### src/rtl/line_clear_anim_ctrl.sv
// line_clear_anim_ctrl
// Sequences the line-clear animation for the playfield. Full rows reported
// by game logic are latched on start_i, blinked in step with video frames
// through a row-override mask/colour, then handed back to game logic via a
// collapse request/acknowledge handshake, followed by a one-cycle done pulse.
//
// Ports:
//   clk_i            system/pixel clock
//   rst_i            synchronous active-high reset
//   frame_start_i    one-cycle pulse at start of vertical blank
//   start_i          one-cycle request to begin an animation
//   full_rows_i      rows to clear (sampled only with an accepted start_i)
//   busy_o           animation in progress (through the done_o cycle)
//   row_mask_o       rows the renderer overrides this frame
//   override_color_o palette index for overridden rows
//   collapse_req_o   request to game logic to remove collapse_rows_o
//   collapse_rows_o  latched rows, valid while collapse_req_o is high
//   collapse_ack_i   game logic finished collapsing
//   done_o           one-cycle completion pulse
//
// Handshake: collapse_req_o rises and stays high until collapse_ack_i is seen
// high on a clock edge while the request is up; the request then drops on the
// next cycle together with done_o rising. There is no timeout.
module line_clear_anim_ctrl #(
    parameter int ROW_CNT          = 20,
    parameter int COLOR_WIDTH      = 3,
    parameter int FLASH_COLOR      = 7,
    parameter int FRAMES_PER_PHASE = 15,
    parameter int BLINK_CNT        = 3
) (
    input  logic                   clk_i,
    input  logic                   rst_i,
    input  logic                   frame_start_i,
    input  logic                   start_i,
    input  logic [ROW_CNT-1:0]     full_rows_i,
    output logic                   busy_o,
    output logic [ROW_CNT-1:0]     row_mask_o,
    output logic [COLOR_WIDTH-1:0] override_color_o,
    output logic                   collapse_req_o,
    output logic [ROW_CNT-1:0]     collapse_rows_o,
    input  logic                   collapse_ack_i,
    output logic                   done_o
);

    localparam int FCW = $clog2(FRAMES_PER_PHASE + 1);
    localparam int BCW = $clog2(BLINK_CNT + 1);

    localparam logic [FCW-1:0]         FRAME_LAST = FCW'(FRAMES_PER_PHASE - 1);
    localparam logic [BCW-1:0]         BLINK_LAST = BCW'(BLINK_CNT - 1);
    localparam logic [COLOR_WIDTH-1:0] FLASH      = COLOR_WIDTH'(FLASH_COLOR);

    typedef enum logic [2:0] {
        ST_IDLE,
        ST_SYNC,
        ST_ON,
        ST_OFF,
        ST_COLLAPSE,
        ST_DONE
    } state_t;

    state_t             state_q, state_d;
    logic [ROW_CNT-1:0] mask_q, mask_d;
    logic [FCW-1:0]     frame_cnt_q, frame_cnt_d;
    logic [BCW-1:0]     blink_cnt_q, blink_cnt_d;

    always_comb begin
        state_d     = state_q;
        mask_d      = mask_q;
        frame_cnt_d = frame_cnt_q;
        blink_cnt_d = blink_cnt_q;

        case (state_q)
            ST_IDLE: begin
                frame_cnt_d = '0;
                blink_cnt_d = '0;
                if (start_i) begin
                    if (full_rows_i != '0) begin
                        mask_d  = full_rows_i;
                        state_d = ST_SYNC;
                    end else begin
                        state_d = ST_DONE;
                    end
                end
            end

            // Wait for a frame boundary so the mask never appears mid-frame.
            ST_SYNC: begin
                if (frame_start_i) begin
                    state_d = ST_ON;
                end
            end

            ST_ON: begin
                if (frame_start_i) begin
                    if (frame_cnt_q == FRAME_LAST) begin
                        frame_cnt_d = '0;
                        state_d     = ST_OFF;
                    end else begin
                        frame_cnt_d = frame_cnt_q + 1'b1;
                    end
                end
            end

            ST_OFF: begin
                if (frame_start_i) begin
                    if (frame_cnt_q == FRAME_LAST) begin
                        frame_cnt_d = '0;
                        blink_cnt_d = blink_cnt_q + 1'b1;
                        state_d     = (blink_cnt_q == BLINK_LAST) ? ST_COLLAPSE : ST_ON;
                    end else begin
                        frame_cnt_d = frame_cnt_q + 1'b1;
                    end
                end
            end

            ST_COLLAPSE: begin
                if (collapse_ack_i) begin
                    state_d = ST_DONE;
                end
            end

            ST_DONE: begin
                mask_d  = '0;
                state_d = ST_IDLE;
            end

            default: begin
                mask_d  = '0;
                state_d = ST_IDLE;
            end
        endcase
    end

    always_ff @(posedge clk_i) begin
        if (rst_i) begin
            state_q     <= ST_IDLE;
            mask_q      <= '0;
            frame_cnt_q <= '0;
            blink_cnt_q <= '0;
        end else begin
            state_q     <= state_d;
            mask_q      <= mask_d;
            frame_cnt_q <= frame_cnt_d;
            blink_cnt_q <= blink_cnt_d;
        end
    end

    // Outputs are registered from the next-state values so every output moves
    // exactly one clock after the input edge that caused it.
    always_ff @(posedge clk_i) begin
        if (rst_i) begin
            busy_o           <= 1'b0;
            row_mask_o       <= '0;
            override_color_o <= '0;
            collapse_req_o   <= 1'b0;
            collapse_rows_o  <= '0;
            done_o           <= 1'b0;
        end else begin
            busy_o           <= (state_d != ST_IDLE);
            row_mask_o       <= (state_d == ST_ON || state_d == ST_OFF ||
                                 state_d == ST_COLLAPSE) ? mask_d : '0;
            override_color_o <= (state_d == ST_ON) ? FLASH : '0;
            collapse_req_o   <= (state_d == ST_COLLAPSE);
            collapse_rows_o  <= (state_d == ST_COLLAPSE) ? mask_d : '0;
            done_o           <= (state_d == ST_DONE);
        end
    end

endmodule

### config.mk
export PLATFORM = sky130hd
export DESIGN_NAME = line_clear_anim_ctrl
export DESIGN_NICKNAME = d
export VERILOG_FILES = /design/src/rtl/line_clear_anim_ctrl.sv
export SDC_FILE = /design/constraint.sdc
export NUM_CORES = 1
export LEC_CHECK = 0
export BUFFER_PORTS_ARGS = -buffer_cell sky130_fd_sc_hd__buf_4
export CORE_MARGIN = 10
export CORE_UTILIZATION = 52
export CTS_BUF_LIST = sky130_fd_sc_hd__clkbuf_4 sky130_fd_sc_hd__clkbuf_8 sky130_fd_sc_hd__clkbuf_16
export DETAILED_ROUTE_END_ITERATION = 8
export PLACE_DENSITY_LB_ADDON = 0.15
export SLEW_MARGIN = 20
export SYNTH_ARGS = -nofsm -noshare
export SYNTH_HDL_FRONTEND = slang
export SYNTH_SLANG_ARGS = --single-unit
### constraint.sdc
create_clock -name clk_i -period 2.4 [get_ports clk_i]
set_clock_uncertainty 0.1 [all_clocks]
set_input_delay 0.48 -clock clk_i [delete_from_list [all_inputs] [get_ports clk_i]]
set_output_delay 0.48 -clock clk_i [all_outputs]
set_load 0.02 [all_outputs]
==> results.cfg <==
[routing]
routedWlPerCell_um = 14.7
drt_iter0_markers = 66
wl_um = 6010
drc_errors = 0
drt-pass1-iter-count = 4
vias_per_cell = 5.04
vias = 2055
ant_nets = 0

[logic_synthesis]
postSynth.asyncResetShare_pct = 0
yosysTopAreaCell = dfxtp_1
synth_edf_count = 0
yosysUniqueCellTypes = 42
syn_area_mm2 = 0.00272
yosysTopAreaCellShare_pct = 53.8
avgSynthCellArea_um2 = 10.2
postSynthCellCount = 267
syn_nets = 293
synthTopCellsByCount = dfxtp_1, nor2_1, a21oi_2
yosysSeqAreaShare_pct = 53.8
ys.flop_type = dfxtp_1
yosys_warnings = 0
synthMostInstantiatedCell = dfxtp_1
synth_area_leaders = dfxtp_1, nor2_1, a21oi_2, mux2i_1, and2_1
synth_seq_cells = 73

[placed_design]
dp_slack_ns = 0.161
hpwl_um = 4330
port_buffers = 70
gp_congestion = 0.816
placed_cells = 394

[worst_setup_path]
rrSetupSlack_ns = 0.31
cp-end-kind = flop
path_class = flop to flop
reg2reg_depth = 5
path_max_fanout = 20
crit_required_ns = 2.52
crit_end = mask_q[10]
r2r_start = state_q[0]
arrival_ns = 2.21
r2r_end = mask_q[10]
crit_start = state_q[0]
start_kind = flop

[global_route]
track_usage_pct = 14.6
antenna_found_initial = 0
grt_max_degree = 29
grt_pass1_vias = 2051
grt_pass1_wl_um = 9940
grt_overflow = 0

[power]
powerDensity_mw_per_mm2 = 689
peakVddDrop_v = 0.000344
power.static_leakage_nw = 1.51
power_mw = 2.36

[cells_and_area]
fin_nets = 361
regArea_mm2 = 0.00146
stdcell_count = 408
multi_input_area_mm2 = 0.00109
fillers = 447
post-route-util_pct = 67.4
drive_above_1_share_pct = 34.9
antenna_cells = 0
syn_to_final_growth_pct = 25.8

[clock_network]
cts_buffers = 9
path_clk_slew_ns = 0.07
root_buffer = clkbuf_8
cts.sinks = 73
insertion_delay_ns = 0.34
hold_buffers = 0
cts_tree = done
htreeDepth = 3
cts_buffer_depth = 2
cts_resized = 0
post-cts-setup-buffers = 0

[timing]
period_share_pct = 87.1
setup_ws_ns = 0.309
min_period_ns = 2.09
rsz0062_at_grt = no
worst_slew_pin_slew_ns = 0.575
slew_viol_final = 0
setup_viol = 0
slew_headroom_pct = 61.6
finalSetupTns_ns = 0
fmax_ghz = 0.478
hold_violations = 0

[die]
die-area_mm2 = 0.00852
fp.dieH_um = 92.3
core_mm2 = 0.00507
num_rows = 26
start_util_pct = 53.6
num_io_pins = 71
dieWidth_um = 92.3

[hold_path]
hold_path_startpoint = full_rows_i[3]
worstHoldPathType = primary input to flop

[run_status]
status = finished, final reports clean

[flow_run]
drv_cap = 0
==> area by class of cell <==
cell class | count | area share [%]
clock buffers | 11 | 4.24
clock inverters | 3 | 0.549
inverters | 6 | 0.658
multi-input cells | 168 | 32.0
flip-flops and latches | 73 | 42.7
well taps | 70 | 2.56
repair buffers | 77 | 17.3
==> registers in the layout, summed over array words and instances, names as in the netlist <==
name and flops:
blink_cnt_q 2, busy_o 1, collapse_req_o 1, collapse_rows_o 20, done_o 1, frame_cnt_q 4, mask_q 20, override_color_o 1
row_mask_o 20, state_q 3
==> layout by cell type, fill, tap and decap left out, drive strengths merged, types with 2 or more instances in the layout <==
cell	n
dfxtp	73
nand4b	4
a21oi	25
nor2b	2
inv	6
nand3	5
a21o	2
a22oi	2
and2	16
nand2	10
nor2	50
clkbuf	11
buf	77
clkinv	3
and3	2
or3	3
o21ai	7
nand4	3
mux2i	16
a32oi	4
nor4	5
==> report_power, final <==
part	switching [mW]	leakage [nW]	internal [mW]	total, mW
clock network	0.424	0.0884	0.402	0.826
registers	0.0174	0.592	1.25	1.27
logic	0.147	0.826	0.116	0.263
total	0.588	1.51	1.77	2.36
==> kinds of logic (layout without fill, tap and decap cells) <==
kind of cell | count (synthesis) | after routing | share of synthesized area (%)
AO/OA/AOI/OAI | 44 | 44 | 12.4
adder cells (fa/ha/maj) | 1 | 1 | 0.460
buffers and inverters | 26 | 97 | 6.44
flip-flops | 73 | 73 | 53.8
multiplexers | 17 | 17 | 6.30
AND/OR/NAND/NOR | 106 | 106 | 20.7
==> worst min-delay path by stage <==
stage                         endpoint  slack, ns  cells after the start
floorplan               blink_cnt_q[0]       0.37                      2
global placement        blink_cnt_q[0]       0.38                      2
detailed placement      blink_cnt_q[0]       0.40                      2
CTS                 collapse_rows_o[3]       0.33                      3
global route                 mask_q[1]       0.34                      3
finish              collapse_rows_o[3]       0.34                      3
==> routing by layer <==
layer | global-route usage, % | routed length [µm]
met1 | 17.1 | 2600
met2 | 23.5 | 2990
met3 | 4.20 | 294
met4 | 8.61 | 120
met5 | 0 | 0
==> worst max-delay path: stages (launching register included) <==
cell and delay (ns):
dfxtp_1 0.58, or2_2 0.23, nand2_1 0.35, and2_1 0.34
mux2i_1 0.29, nor2_1 0.08
==> stage by stage <==
step	hold slack (ns)	instance area [µm²]
6_report	0.340	3420
5_1_grt	0.339	3420
4_1_cts	0.326	3420
3_5_place_dp	0.396	3260
3_3_place_gp	0.384	3260
2_1_floorplan	0.365	2720
Power figures use the tool's default switching activity.
